`config.mk`:
```
export PLATFORM = sky130hd
export DESIGN_NAME = axil_reg_slave
export DESIGN_NICKNAME = d
export VERILOG_FILES = /design/src/rtl/axil_reg_slave.sv
export SDC_FILE = /design/constraint.sdc
export NUM_CORES = 1
export LEC_CHECK = 0
export BUFFER_PORTS_ARGS = -buffer_cell sky130_fd_sc_hd__buf_4
export CAP_MARGIN = 20
export CORE_UTILIZATION = 61
export DETAILED_ROUTE_END_ITERATION = 6
export HOLD_SLACK_MARGIN = 0.02
export PLACE_DENSITY = 0.8
export SLEW_MARGIN = 25
export SYNTH_ARGS = -nofsm -noshare
export SYNTH_HDL_FRONTEND = slang
export SYNTH_SLANG_ARGS = --single-unit
```
`constraint.sdc`:
```
create_clock -name s0_axi_aclk -period 2.58 [get_ports s0_axi_aclk]
set_input_delay 0.258 -clock s0_axi_aclk [delete_from_list [all_inputs] [get_ports s0_axi_aclk]]
set_output_delay 0.258 -clock s0_axi_aclk [all_outputs]
set_load 0.05 [all_outputs]
```
`src/rtl/axil_reg_slave.sv`:
```
// AXI4-Lite slave exposing NUM_REGS byte-writable read/write registers.
// Latency: bvalid one cycle after the edge where both AW and W are in; rvalid one cycle after AR.
// Backpressure: one write and one read outstanding; readies drop while a response waits.
//
// Ports:
//   s0_axi_aclk / s0_axi_aresetn : clock (rising edge), async active-low reset
//   s0_axi_aw* / s0_axi_w*       : write address and data channels (accepted independently)
//   s0_axi_b*                    : write response, bresp 1 = out-of-range index
//   s0_axi_ar* / s0_axi_r*       : read address and data, rresp 1 = out-of-range index
module axil_reg_slave #(
   parameter int DATA_WIDTH = 32,
   parameter int ADDR_WIDTH = 8,
   parameter int NUM_REGS   = 8
) (
   input  logic                    s0_axi_aclk,
   input  logic                    s0_axi_aresetn,
   input  logic [ADDR_WIDTH-1:0]   s0_axi_awaddr,
   input  logic                    s0_axi_awvalid,
   output logic                    s0_axi_awready,
   input  logic [DATA_WIDTH-1:0]   s0_axi_wdata,
   input  logic [DATA_WIDTH/8-1:0] s0_axi_wstrb,
   input  logic                    s0_axi_wvalid,
   output logic                    s0_axi_wready,
   output logic                    s0_axi_bresp,
   output logic                    s0_axi_bvalid,
   input  logic                    s0_axi_bready,
   input  logic [ADDR_WIDTH-1:0]   s0_axi_araddr,
   input  logic                    s0_axi_arvalid,
   output logic                    s0_axi_arready,
   output logic [DATA_WIDTH-1:0]   s0_axi_rdata,
   output logic                    s0_axi_rresp,
   output logic                    s0_axi_rvalid,
   input  logic                    s0_axi_rready
);

   localparam int NB = DATA_WIDTH / 8;
   localparam int IW = ADDR_WIDTH - 2;

   typedef enum logic {W_IDLE, W_RESP} w_state_t;
   typedef enum logic {R_IDLE, R_DATA} r_state_t;

   w_state_t              w_state;
   r_state_t              r_state;
   logic [DATA_WIDTH-1:0] regs [NUM_REGS];

   // Holds all readies low during reset and releases them on the first edge after it.
   logic                  live;

   logic                  aw_held;
   logic                  w_held;
   logic [IW-1:0]         aw_idx_q;
   logic [DATA_WIDTH-1:0] w_dat_q;
   logic [NB-1:0]         w_strb_q;

   logic                  bvalid_q;
   logic                  bresp_q;
   logic                  rvalid_q;
   logic                  rresp_q;
   logic [DATA_WIDTH-1:0] rdata_q;

   logic                  aw_hs;
   logic                  w_hs;
   logic                  ar_hs;
   logic [IW-1:0]         wr_idx;
   logic [DATA_WIDTH-1:0] wr_dat;
   logic [NB-1:0]         wr_strb;
   logic                  wr_oor;
   logic                  wr_commit;
   logic [IW-1:0]         ar_idx;
   logic                  ar_oor;
   logic [DATA_WIDTH-1:0] rd_val;

   // Byte-offset bits inside a word carry no information for this register map.
   logic                  unused_addr_lsbs;
   assign unused_addr_lsbs = ^{s0_axi_awaddr[1:0], s0_axi_araddr[1:0]};

   assign s0_axi_awready = live & ~aw_held & ~bvalid_q;
   assign s0_axi_wready  = live & ~w_held & ~bvalid_q;
   assign s0_axi_arready = live & (r_state == R_IDLE);
   assign s0_axi_bvalid  = bvalid_q;
   assign s0_axi_bresp   = bresp_q;
   assign s0_axi_rvalid  = rvalid_q;
   assign s0_axi_rresp   = rresp_q;
   assign s0_axi_rdata   = rdata_q;

   assign aw_hs = s0_axi_awvalid & s0_axi_awready;
   assign w_hs  = s0_axi_wvalid & s0_axi_wready;
   assign ar_hs = s0_axi_arvalid & s0_axi_arready;

   // A channel counts as available if it was held earlier or is handshaking on this edge.
   assign wr_idx    = aw_held ? aw_idx_q : s0_axi_awaddr[ADDR_WIDTH-1:2];
   assign wr_dat    = w_held ? w_dat_q : s0_axi_wdata;
   assign wr_strb   = w_held ? w_strb_q : s0_axi_wstrb;
   assign wr_oor    = int'(wr_idx) >= NUM_REGS;
   assign wr_commit = (w_state == W_IDLE) & (aw_held | aw_hs) & (w_held | w_hs);

   assign ar_idx = s0_axi_araddr[ADDR_WIDTH-1:2];
   assign ar_oor = int'(ar_idx) >= NUM_REGS;

   always_comb begin
      rd_val = '0;
      for (int r = 0; r < NUM_REGS; r++) begin
         if (int'(ar_idx) == r) rd_val = regs[r];
      end
   end

   // Register file: byte-lane merge on commit; a read on the same edge sees the old value.
   always_ff @(posedge s0_axi_aclk or negedge s0_axi_aresetn) begin
      if (!s0_axi_aresetn) begin
         for (int r = 0; r < NUM_REGS; r++) regs[r] <= '0;
      end else if (wr_commit && !wr_oor) begin
         for (int r = 0; r < NUM_REGS; r++) begin
            if (int'(wr_idx) == r) begin
               for (int b = 0; b < NB; b++) begin
                  if (wr_strb[b]) regs[r][8*b +: 8] <= wr_dat[8*b +: 8];
               end
            end
         end
      end
   end

   // Write FSM: collect AW and W in any order, then hold the response until bready.
   always_ff @(posedge s0_axi_aclk or negedge s0_axi_aresetn) begin
      if (!s0_axi_aresetn) begin
         live     <= 1'b0;
         w_state  <= W_IDLE;
         aw_held  <= 1'b0;
         w_held   <= 1'b0;
         aw_idx_q <= '0;
         w_dat_q  <= '0;
         w_strb_q <= '0;
         bvalid_q <= 1'b0;
         bresp_q  <= 1'b0;
      end else begin
         live <= 1'b1;
         if (w_state == W_IDLE) begin
            if (wr_commit) begin
               w_state  <= W_RESP;
               bvalid_q <= 1'b1;
               bresp_q  <= wr_oor;
               aw_held  <= 1'b0;
               w_held   <= 1'b0;
            end else begin
               if (aw_hs) begin
                  aw_held  <= 1'b1;
                  aw_idx_q <= s0_axi_awaddr[ADDR_WIDTH-1:2];
               end
               if (w_hs) begin
                  w_held   <= 1'b1;
                  w_dat_q  <= s0_axi_wdata;
                  w_strb_q <= s0_axi_wstrb;
               end
            end
         end else if (s0_axi_bready) begin
            w_state  <= W_IDLE;
            bvalid_q <= 1'b0;
         end
      end
   end

   // Read FSM: data captured on the AR edge and held until rready.
   always_ff @(posedge s0_axi_aclk or negedge s0_axi_aresetn) begin
      if (!s0_axi_aresetn) begin
         r_state  <= R_IDLE;
         rvalid_q <= 1'b0;
         rresp_q  <= 1'b0;
         rdata_q  <= '0;
      end else if (r_state == R_IDLE) begin
         if (ar_hs) begin
            r_state  <= R_DATA;
            rvalid_q <= 1'b1;
            rresp_q  <= ar_oor;
            rdata_q  <= ar_oor ? '0 : rd_val;
         end
      end else if (s0_axi_rready) begin
         r_state  <= R_IDLE;
         rvalid_q <= 1'b0;
      end
   end

endmodule

```
# Word-level counts from Yosys, hierarchy flattened
# Cells that the tools add are included.
# totals
n_memories	0
ramBits	0
rom_bits	0
latch_bits	0
output_inout_bits	39
reg_bits	339
# op_classes
div	0
n_bitwise	18
shift	0
n_mul	0
addsub	0
n_eq_ne	16
n_lt_le_gt_ge	2
n_reduce_logical	48
muxes	28
# op_table
op	count
$mux 32	10
$reduce_and 3->1	34
$eq 6x4->1 const B	8
$eq 6x3->1 const B	4
$mux 1	16
$eq 6x2->1 const B	2
$ge 6x4->1 const B	2
$logic_not 6->1	2
$reduce_and 2->1	6
$and 1x1->1	10
$reduce_bool 2->1	4
$mux 6	1
$not 1->1	6
$mux 4	1
$ne 2x2->1 const B	2
$or 1x1->1	2
$logic_and 1x1->1	1
$logic_not 1->1	1

# Depth between registers and ports, before layout
# depth
word_depth	10
mapped_depth	7

# Worst setup path after synthesis
# Ideal clock, no wire load.
# synth_path
path_kind	reg-to-reg
startpoint	reg aw_held
endpoint	reg regs[184] in the netlist's numbering
arrival_time_ps	2190
setup_slack_ps	263
stages_incl_launch_ff	8
path_buffers	3
period_less_slack_ps	2317
setup_time_ps	128
required_ps	2452
path_cell_list	dfrtp_1 or4_1 buf_4 a222oi_1 buf_4 buf_12 nand3_4 mux2_1
# synth_via
elab_chain_len	9
word_cells_on_any_way	13
cone_classes	1 x order compare; 1 x eq/ne; 1 x mux; 7 x bitwise; 3 x reduce/logical
# synth_lines
item	line_no	text
from (decl)	49	logic aw_held;
from (signal assigned)	127	aw_held <= 1'b0;
from (signal assigned)	141	aw_held <= 1'b0;
from (signal assigned)	145	aw_held <= 1'b1;
$not 1->1	77	assign s0_axi_awready = live & ~aw_held & ~bvalid_q;
$and 1x1->1 (2 in a row)	77	
$and 1x1->1	86	assign aw_hs = s0_axi_awvalid & s0_axi_awready;
$or 1x1->1	95	assign wr_commit = (w_state == W_IDLE) & (aw_held | aw_hs) & (w_held | w_hs);
$and 1x1->1 (2 in a row)	95	
$logic_and 1x1->1	111	end else if (wr_commit && !wr_oor) begin
$reduce_and 3->1 (no source line) *	-	
to (signal, indexed assignment)	115	if (wr_strb[b]) regs[r][8*b +: 8] <= wr_dat[8*b +: 8];
to (decl)	44	logic [DATA_WIDTH-1:0] regs [NUM_REGS];
# Mark *: on every way between the ends. The rest lies on a longest branch, timed or not.
# A chain may end at the register's enable or synchronous reset.

# Final worst setup path
# layout_path
startpoint	reg aw_idx_q[5]
endpoint	reg regs[101] in the netlist's numbering
# layout_via
elab_chain_len	5
word_cells_on_any_way	6
cone_classes	1 x order compare; 1 x eq/ne; 1 x mux; 3 x reduce/logical
# layout_lines
item	line_no	text
from (decl)	51	logic [IW-1:0] aw_idx_q;
from (signal assigned)	146	aw_idx_q <= s0_axi_awaddr[ADDR_WIDTH-1:2];
$mux 6 *	91	assign wr_idx = aw_held ? aw_idx_q : s0_axi_awaddr[ADDR_WIDTH-1:2];
$ge 6x4->1	94	assign wr_oor = int'(wr_idx) >= NUM_REGS;
$logic_not 1->1	111	
$logic_and 1x1->1	111	
$reduce_and 3->1 (no source line) *	-	
# Marked as above.

==> summary.txt <==
Outcome
  • Status: finished, final reports clean

Worst setup path
  • CP endpoint kind: register
  • Startpoint Class: register
  • Levels on crit path: 6
  • Worst setup path end: regs[101]
  • CP Data Required Time: 2.97 ns
  • Crit path cell chain: or4b_1 -> buf_12 -> a221oi_4 -> buf_4 -> nand3_4 -> mux2_1
  • Worst Setup SP: aw_idx_q[5]
  • RR Endpoint: regs[101]
  • Reg2reg path depth: 6
  • WP data arrival: between 2 and 3 ns
  • Reg2reg setup slack: between 0.06 and 0.07 ns
  • Critical path buffers and inverters: 2
  • CP max stage cell: or4b_1
  • CP peak stage delay: 0.63 ns
  • Setup CP Type: register to register
  • RR Startpoint: aw_idx_q[5]
  • CP Max Fanout: 8
  • CP top delay family: simple AND/OR/NAND/NOR gates

Clock tree
  • Clk buf depth: 3
  • CTS buffer count: 36
  • Total clock sinks: 339
  • Clk Latency, worst-skew pair: approximately 0.51 ns
  • TritonCTS clock tree: done
  • H-Tree Depth: 2
  • Clock-pin slew on the worst setup and hold paths: 0.06 ns
  • CTS root buffer: clkbuf_16

Floorplanning
  • Die Height: 164.1 µm
  • Die area: approximately 27000 µm²
  • I/O pin count: 98
  • FP Rows: 58
  • Initial core utilization: between 60% and 70%
  • Core Region: 25470 µm²
  • Die Width: 164.1 µm

Timing
  • Fmax: 397.6 MHz
  • Setup violators final: 0
  • Final hold slack: 0.03417 ns
  • Clock skew: 0.01636 ns
  • Slew @ Worst Pin: 0.9329 ns
  • Tcrit/Tclk final: 97.48%
  • Final min period: about 2.5 ns
  • Final Max Slew Viols: 0
  • RSZ-0062 raised after global routing: false
  • Final hold violation count: 0
  • Setup TNS: 0 ns
  • Relative slew slack: between 30% and 40%

Cells and area
  • Layout area overhead: 18.94%
  • Diode count: 0
  • Fin cells: 1685
  • Layout cell share with drive strength beyond 1: a little over two fifths
  • Fin nets: between 1000 and 1500
  • Design Area, Final: 19060 µm²
  • Fillcell total: approximately 1600

Route
  • DRT antenna net count: 0
  • Final wirelength: 41.21 mm
  • Vias per inst: roughly 6.7
  • DR iter-0 viols: 1175
  • WL per Instance: 24.46 µm
  • DRT Pass-1 Iters: 7
  • Routed via count: 11250
  • # DRC: 0

Yosys
  • Share of the synthesized area in the top cell type: between 50% and 60%
  • Number of synthesized flops with an enable pin: 0
  • Top area cells in the synthesized netlist: dfrtp_1, mux2_2, nand3_4
  • Ys async rst share: 100.0%
  • Synth Register Bits: ~340
  • Most frequent cell after synthesis: dfrtp_1
  • Post-synth top area cell: dfrtp_1
  • Unique masters post-synth: 50
  • Gate Count Post-Synth: 1174
  • Post-synth net total: roughly 1200
  • YS warnings: 0
  • Mapped Avg Cell Area: 13.65 µm²
  • Main synth FF type: dfrtp_1
  • Synth top cells by count: dfrtp_1, mux2_2, clkbuf_1
  • Sequential share of the synthesized area: 52.94%
  • Netlist Area Pre-Place: 16020 µm²

Pwr
  • Peak supply drop: just over 0.0006 V
  • Pwr/cell area: approximately 740 nW/µm²
  • Total power: 14.06 mW
  • Leakage: 8.807 nW

Place
  • Placed cell areas: 17390 µm²
  • Post-DP HPWL: 25.44 mm
  • RePlAce Congestion: 0.8724
  • I/O Buffers: 93
  • Placed cells: 1576

Global routing
  • GRT Util Overall: 31.72%
  • Initial antenna violation count: 0
  • Pin count of the biggest net entering global routing: 88
  • First-pass GRT wire length: 64.83 mm
  • Vias in the first global route: 11460
  • Grt ovf: 0

Worst hold path
  • Hold Crit Class: input port to register

Flow run
  • Max Cap Viol: 0
kinds of logic (layout without fill, tap and decap cells):
kind of cell	count (synthesis)	after routing	share of synthesized area (%)
buf+inv	85	266	2.413
other cells	1	1	0.02340
simple gates	205	205	9.346
mux	340	340	23.85
compound gates	204	204	11.42
flops	339	339	52.94
registers in the layout (all words and copies together), names as in the netlist:
signal and flops:
aw_held 1, aw_idx_q 6, live 1, r_state 1, regs 256, s0_axi_bresp 1
s0_axi_bvalid 1, s0_axi_rdata 32, s0_axi_rresp 1, s0_axi_rvalid 1, w_dat_q 32, w_held 1
w_state 1, w_strb_q 4
where the power goes:
part / internal, mW / leakage [nW] / switching [mW] / total [mW]
clock network: 3.19 / 0.600 / 2.09 / 5.29
registers: 5.84 / 4.51 / 0.308 / 6.15
logic: 1.08 / 3.70 / 1.55 / 2.62
cells in the final DEF (no fill, tap or decap), types with 5 or more instances in the layout:
master and n:
dfrtp_1 338, mux2_2 315, buf_4 133, a222oi_1 51
a211o_1 50, dlygate4sd3_1 45, nand2_1 41, nor3_1 39
clkbuf_16 37, nand3_4 30, nor2b_1 27, o22ai_1 27
a22oi_1 26, mux2_1 20, nand3b_1 13, buf_12 13
nor2_1 12, inv_1 12, clkinv_2 9, a221oi_4 8
o211ai_1 8, a21oi_1 6, clkbuf_8 6, o21ai_0 5
mux2i_1 5, nor4_1 5, a211oi_1 5
metrics by stage:
step / util (%) / worst slack [ns]
2_1_floorplan: - / 0.2629
3_3_place_gp: 68.25 / 0.01945
3_5_place_dp: 68.25 / -0.08299
4_1_cts: 74.77 / 0.05774
5_1_grt: 74.83 / 0.01729
6_report: 74.83 / 0.06500
routing by layer:
metal	GRT usage, %	wire, µm
met1	43.00	16830
met2	50.33	19670
met3	6.919	3378
met4	11.57	1338
met5	0	0
timing repair:
item / 4_1_cts / 5_1_grt
hold buffers: 45 / 0
resized for setup: 1 / 0
setup endpoints to repair: 180 / 13
hold endpoints to repair: 92 / 0
setup buffers: 0 / 2
area by class of cell:
cell class	count	area, µm²	share of cell area (%)
clock inverters	15	181.4	0.9519
inverters	12	45.04	0.2363
well taps	330	412.9	2.166
flip-flops and latches	339	8484	44.52
clock buffers	47	1023	5.370
repair buffers	192	1724	9.046
multi-input cells	750	7188	37.71
worst min path at each step:
stage,start,endpoint,cells past startpoint
5_1_grt,s0_axi_bready,w_state,3
2_1_floorplan,s0_axi_aresetn,aw_held,0
6_report,s0_axi_bready,w_state,3
3_5_place_dp,s0_axi_aresetn,s0_axi_bresp,1
4_1_cts,s0_axi_bready,w_state,3
3_3_place_gp,s0_axi_aresetn,aw_idx_q[5],1
worst reg2reg max path: cells and delay by family (launching register included):
kind	cells	cell delay [ns]
compound gates	1	0.39
buf+inv	2	0.43
flops	1	0.37
mux	1	0.39
simple gates	2	0.82
No activity file was read; power rests on OpenSTA's default activity.
